===== src/rtl/mux2_rr_arbiter.sv =====
// mux2_rr_arbiter: round-robin arbiter that owns a shared 2:1 datapath mux
// between two valid/ready streaming sources, with a registered output stage.
// Each grant is limited to MAX_BURST consecutive beats while the other side
// is requesting, so neither source can starve the other.
//
// Ports:
//   clk, rst_n             clock, synchronous active-low reset
//   in0_valid/data/ready   requester 0 stream (ready is an output)
//   in1_valid/data/ready   requester 1 stream (ready is an output)
//   out_valid/data/ready   registered output stream (ready is an input)
//   sel                    mux select, follows the grant, holds in idle
//   grant                  one-hot grant: 01 = requester 0, 10 = requester 1
module mux2_rr_arbiter #(
    parameter int unsigned WIDTH     = 8,
    parameter int unsigned MAX_BURST = 4
) (
    input  logic             clk,
    input  logic             rst_n,
    input  logic             in0_valid,
    input  logic [WIDTH-1:0] in0_data,
    output logic             in0_ready,
    input  logic             in1_valid,
    input  logic [WIDTH-1:0] in1_data,
    output logic             in1_ready,
    output logic             out_valid,
    output logic [WIDTH-1:0] out_data,
    input  logic             out_ready,
    output logic             sel,
    output logic [1:0]       grant
);

    typedef enum logic [1:0] {StIdle, StG0, StG1} state_e;

    localparam logic [7:0] BurstLen = 8'(MAX_BURST);

    state_e           state_q, state_d;
    logic             last_q, last_d;
    logic [7:0]       cnt_q, cnt_d;
    logic             sel_q, sel_d;
    logic             out_valid_q, out_valid_d;
    logic [WIDTH-1:0] out_data_q, out_data_d;

    logic             can_load;
    logic             acc0, acc1;
    logic             cur, cur_valid, oth_valid, cur_acc;
    logic             burst_end;
    logic [WIDTH-1:0] mux_data;

    // Ready depends only on the output register state, never on the valids.
    assign can_load  = !out_valid_q || out_ready;
    assign in0_ready = (state_q == StG0) && can_load;
    assign in1_ready = (state_q == StG1) && can_load;
    assign acc0      = in0_valid && in0_ready;
    assign acc1      = in1_valid && in1_ready;

    // Shared 2:1 datapath mux.
    assign mux_data = sel_q ? in1_data : in0_data;

    // View of the granted requester (only meaningful in StG0/StG1).
    assign cur       = (state_q == StG1);
    assign cur_valid = cur ? in1_valid : in0_valid;
    assign oth_valid = cur ? in0_valid : in1_valid;
    assign cur_acc   = acc0 || acc1;
    assign burst_end = (cnt_q + 8'd1) == BurstLen;

    always_comb begin
        state_d = state_q;
        last_d  = last_q;
        cnt_d   = cnt_q;
        unique case (state_q)
            StIdle: begin
                if (in0_valid && in1_valid) begin
                    state_d = last_q ? StG0 : StG1;
                end else if (in0_valid) begin
                    state_d = StG0;
                end else if (in1_valid) begin
                    state_d = StG1;
                end
            end
            StG0, StG1: begin
                if (!cur_valid) begin
                    // Dropping valid forfeits the grant, even during a stall.
                    cnt_d   = 8'd0;
                    last_d  = cur;
                    state_d = oth_valid ? (cur ? StG0 : StG1) : StIdle;
                end else if (cur_acc) begin
                    if (burst_end) begin
                        cnt_d = 8'd0;
                        if (oth_valid) begin
                            state_d = cur ? StG0 : StG1;
                            last_d  = cur;
                        end
                    end else begin
                        cnt_d = cnt_q + 8'd1;
                    end
                end
            end
            default: state_d = StIdle;
        endcase
    end

    always_comb begin
        sel_d = sel_q;
        if (state_d == StG0) begin
            sel_d = 1'b0;
        end else if (state_d == StG1) begin
            sel_d = 1'b1;
        end
    end

    always_comb begin
        out_valid_d = out_valid_q;
        out_data_d  = out_data_q;
        if (cur_acc) begin
            out_valid_d = 1'b1;
            out_data_d  = mux_data;
        end else if (out_ready) begin
            out_valid_d = 1'b0;
        end
    end

    always_ff @(posedge clk) begin
        if (!rst_n) begin
            state_q     <= StIdle;
            last_q      <= 1'b1;
            cnt_q       <= 8'd0;
            sel_q       <= 1'b0;
            out_valid_q <= 1'b0;
            out_data_q  <= '0;
        end else begin
            state_q     <= state_d;
            last_q      <= last_d;
            cnt_q       <= cnt_d;
            sel_q       <= sel_d;
            out_valid_q <= out_valid_d;
            out_data_q  <= out_data_d;
        end
    end

    assign out_valid = out_valid_q;
    assign out_data  = out_data_q;
    assign sel       = sel_q;
    assign grant     = {state_q == StG1, state_q == StG0};

endmodule


===== config.mk =====
export PLATFORM = sky130hd
export DESIGN_NAME = mux2_rr_arbiter
export DESIGN_NICKNAME = d
export VERILOG_FILES = /design/src/rtl/mux2_rr_arbiter.sv
export SDC_FILE = /design/constraint.sdc
export NUM_CORES = 1
export LEC_CHECK = 0
export CAP_MARGIN = 20
export CORE_MARGIN = 1
export CORE_UTILIZATION = 45
export DETAILED_ROUTE_END_ITERATION = 10
export MAX_ROUTING_LAYER = met4
export PLACE_DENSITY = 0.77
export SLEW_MARGIN = 5
export SYNTH_ARGS = -nofsm -noshare
export SYNTH_HDL_FRONTEND = slang
export SYNTH_SLANG_ARGS = --single-unit

===== constraint.sdc =====
create_clock -name clk -period 2.3 [get_ports clk]
set_input_delay 0.345 -clock clk [delete_from_list [all_inputs] [get_ports clk]]
set_output_delay 0.345 -clock clk [all_outputs]
set_load 0.02 [all_outputs]

Word level (Yosys, flattened, before mapping)
Index checks and enable logic that the tools add are counted.

Input bits: 21. Output and inout bits: 14. Bits in registers: 21.

Reductions and logical operators: 14. Add/subtract/negate cells: 1. Multiplexer cells: 23. Bitwise logic cells: 1. Eq/ne operators: 8.

Operators with widths (count): $mux 8 (4); $mux 2 (10); $add 8x1->8 const B (1); $eq 8x3->1 const B (1); $mux 1 (8); $ne 2x1->1 const B (3); $logic_and 1x1->1 (5); $eq 2x1->1 const B (2); $eq 2x2->1 const B (2); $pmux 2 s2 (1); $reduce_and 4->1 (1); $reduce_or 2->1 (2); $logic_not 2->1 (1); $logic_or 1x1->1 (2); $reduce_and 2->1 (1); $reduce_bool 2->1 (1); $logic_not 1->1 (1); $not 1->1 (1).

Logic depth before layout (Yosys ltp)
Depth after elaboration: 10. Depth in mapped cells: 9. Depth with buffers taken out: 7.

Worst setup path before layout
Ideal clock, no wire load.

Kind: register to register. Start point: register state_q[0]. End point: register cnt_q[5]. Setup time: 0.076 ns. Arrival time: 2.003 ns. Path buffers: 2. Cell stages (with the launch flop): 9. Required time: 2.224 ns. Path slack: 0.222 ns. Cell sequence: dfxtp_1 -> inv_1 -> ha_1 -> buf_4 -> mux2i_1 -> or4_1 -> clkbuf_1 -> or3_1 -> a21boi_0.

Cells in the longest elaborated chain, start to end: 6. Elaborated cells between the ends (all ways): 12.

Ends and longest elaborated chain: start, declared (line 36) `state_e state_q, state_d;`; start signal, assigned (line 124) `state_q <= StIdle;`; start signal, assigned (line 131) `state_q <= state_d;`; $eq 2x2->1 (*) (line 60) `assign cur = (state_q == StG1);`; net cur (line 45) `logic cur, cur_valid, oth_valid, cur_acc;`; $logic_and 1x1->1 (line 52) `assign in1_ready = (state_q == StG1) && can_load;`; $logic_and 1x1->1 (line 54) `assign acc1 = in1_valid && in1_ready;`; $logic_or 1x1->1 (line 63) `assign cur_acc = acc0 || acc1;`; $ne 2x1->1 (no line); $reduce_and 2->1 (no line); end signal, assigned (line 133) `cnt_q <= cnt_d;`; end, declared (line 38) `logic [7:0] cnt_q, cnt_d;`.

Mark *: on every way through the listed nets, which the timed path passes. The rest lies on a longest branch. A chain may end at the register's enable or synchronous reset.

Worst setup path in the final report
Start point: register state_q[0]. End point: output port grant[1].

Cells in the longest elaborated chain, start to end: 1.

Ends and longest elaborated chain: $eq 2x2->1 (line 143) `assign grant = {state_q == StG1, state_q == StG0};`; end, declared (line 29) `output logic [1:0] grant`.

Every way passes these cells.

==> results by group <==
Detailed routing
  • Via-per-instance ratio: ~5.7
  • DRC violations left: 0
  • Met2 routed WL: 1270 µm
  • Met1 wire length: 1360 µm
  • Top Layer Used: met4
  • Drt first pass iters: 4
  • Antenna-violating nets left: 0
  • WL per Instance: 12.8 µm
  • DR iter-0 viols: 28
  • Via count: 1257
  • Wirelength, routed: 2840 µm
  • WL met3: around 160 µm

Place
  • # placed instances: 218
  • # port buffers: 34
  • Dpl hpwl: between 2000 and 2500 µm
  • GP Congestion: just under 1

Setup path
  • Critical path data required time: slightly below 2000 ps
  • CP max FO: 7
  • Crit Path Category: reg -> out
  • Endpoint class of the critical path: output port
  • Worst EP arrival: 1860 ps
  • R2R cell count: 6
  • Crit start category: register

Synthesis
  • Syn_area_per_cell: just under 9 µm²
  • Post-synthesis sequential area ratio: 31.5%
  • Synth unique cells: 40
  • Post-Syn Area: 1330 µm²
  • Syn nets: 180
  • Number of synthesized flops with an enable pin: 0
  • Ys flop type: dfxtp_1
  • Seq cells post-synth: 21
  • Post-synth top area share: 31.5%
  • Synth area leaders: dfxtp_1, mux2i_1, o211a_1
  • Mapped Cells: 154
  • YS warnings: 0
  • Cell taking the most area after synthesis: dfxtp_1
  • Asr flop ratio synth: 0%

Power and ir drop
  • Clock network power share: 13.4%
  • Power density of the placed cells: about 760 nW/µm²
  • Internal power: around 0.00082 W
  • Net Sw Frac: just under 40%
  • VDD IR-drop max: 0.562 mV
  • Comb power frac: between 50% and 60%
  • Leak: 0.742 nW
  • Sequential Power Share: 35.0%
  • P_sw: slightly above 0.0005 W

Flow run
  • Max Cap Viol: 0

Clock tree
  • TritonCTS clock tree: yes
  • Skew-Pair Late Insertion Delay: about 310 ps
  • Num CTS Buffers: 3
  • Clk slew on worst S/H paths: ~120 ps
  • CTS max path bufs: 2
  • CTS root buffer: clkbuf_4
  • H-tree depth: 1
  • CTS Sinks: 21

Timing
  • Measured slew at the worst slew-check pin: 379 ps
  • Min Tclk post-route: approximately 2200 ps
  • Final slew viol count: 0
  • Final worst path period share: 95.7%
  • Final Hold Viols: 0
  • Setup tns final: 0 ps
  • Count of final setup violators: 0
  • Worst Skew: 6.86 ps
  • Unrepaired setup endpoints after global routing: no
  • Max Fclk: 454 MHz
  • Slew HR: 74.5%

Final layout
  • Area added between synthesis and finish: 32.3%
  • Fillers: roughly 250
  • Finished Layout Cells: 222
  • Share of cells above drive strength 1: 13.1%
  • Diode count: 0
  • Nets@finish: approximately 220
  • Most common cell after layout, fill and taps aside: clkdlybuf4s50_1
  • Commonest cells after routing, fill and taps aside: clkdlybuf4s50_1, dfxtp_1, nand2_1

Global route
  • First-pass GRT wire length: 4940 µm
  • Largest net degree at the start of global routing: 21
  • Initial antenna violation count: 0
  • Number of global-route vias before repair: approximately 1200
  • GRT Overall Usage: 20.2%
  • Remaining global-route overflow: 0

Die
  • Die W: 56.4 µm
  • Die Y-Extent: 56.4 µm
  • Rows: 19
  • Core area: ~2800 µm²
  • Starting Density: 47.9%
  • # IOs: 35
  • Die area: 3180 µm²

Status
  • Outcome: finished, final reports clean

Hold path
  • Hold crit path type: reg -> reg
  • Worst Hold Depth: 1
## per-stage QoR
stage	hold slack [ps]	total power, W	instance area [µm²]	utilization, %	setup slack [ps]
6_report	472	0.00133	1760	63.4	99.1
5_1_grt	516	0.00143	1760	63.4	9.84
4_1_cts	472	0.00134	1760	63.2	82.8
3_5_place_dp	454	0.00116	1730	62.2	132
3_3_place_gp	455	0.00114	1730	62.2	171
2_1_floorplan	425	0.000909	1330	-	222
## synthesized netlist by cell type, types with 3 or more instances
| cell type | number |
|---|---|
| ha_1 | 5 |
| nor2_1 | 10 |
| dfxtp_1 | 21 |
| nand2_1 | 14 |
| buf_4 | 3 |
| inv_1 | 5 |
| nand2b_1 | 4 |
| mux2i_1 | 12 |
| and3_1 | 3 |
| a21boi_0 | 6 |
| nor2b_1 | 3 |
| or3_1 | 3 |
| a21oi_1 | 4 |
| clkbuf_1 | 7 |
| o211a_1 | 8 |
| o21ai_0 | 9 |
| nor3_1 | 3 |
| nand3_1 | 5 |
## layout make-up
class	instances	area (µm²)	share of cell area [%]
Sequential cell	21	422	23.9
Clock inverter	1	5.00	0.284
Clock buffer	3	22.5	1.28
Tap cell	31	38.8	2.20
Inverter	5	18.8	1.06
Multi-Input combinational cell	117	841	47.7
Timing Repair Buffer	44	415	23.6
## critical path: stages (launching register included)
cell	delay, ps
dfxtp_1	470
inv_1	100
ha_1	270
buf_4	180
clkdlybuf4s50_1	530
## sequential cells by signal, indices dropped and copies added (netlist names)
| register | cells |
|---|---|
| sel | 1 |
| last_q | 1 |
| out_data | 8 |
| out_valid | 1 |
| cnt_q | 8 |
| state_q | 2 |
## repair_timing
item | CTS | global route
resized for setup | 0 | 2
endpoints found under the setup margin | 0 | 2
hold buffers | 0 | 0
setup buffers | 0 | 0
## cells by family (layout without fill, tap and decap cells)
group / Yosys count / after routing / synth area share, %
AO/OA/AOI/OAI: 44 / 44 / 26.0
adder cells (fa/ha/maj): 5 / 5 / 4.69
buffers and inverters: 16 / 53 / 5.63
flip-flops: 21 / 21 / 31.5
multiplexers: 12 / 12 / 9.01
AND/OR/NAND/NOR: 56 / 56 / 23.1
## metal layers
| metal | GRT usage (%) | vias to the layer above |
|---|---|---|
| li1 | - | 636 |
| met1 | 24.6 | 572 |
| met2 | 31.8 | 42 |
| met3 | 4.84 | 7 |
| met4 | 9.06 | 0 |
| met5 | - | - |
## path summary, 6_finish.rpt
path / from / to / slack, ps
worst max-delay path: state_q[0]$_SDFF_PN0_ / grant[1] / 100
worst min-delay path: cnt_q[7]$_SDFFE_PN0P_ / cnt_q[7]$_SDFFE_PN0P_ / 470
worst max register to register: state_q[0]$_SDFF_PN0_ / cnt_q[5]$_SDFFE_PN0P_ / 150
worst min register to register: cnt_q[7]$_SDFFE_PN0P_ / cnt_q[7]$_SDFFE_PN0P_ / 470
## power groups by stage
stage	sequential (W)	clock (W)	combinational, W
6_report	0.000466	0.000179	0.000688
5_1_grt	0.000473	0.000206	0.000751
4_1_cts	0.000464	0.000187	0.000689
3_5_place_dp	0.000471	0	0.000685
3_3_place_gp	0.000470	0	0.000674
2_1_floorplan	0.000516	0	0.000392
Power figures use the tool's default switching activity.
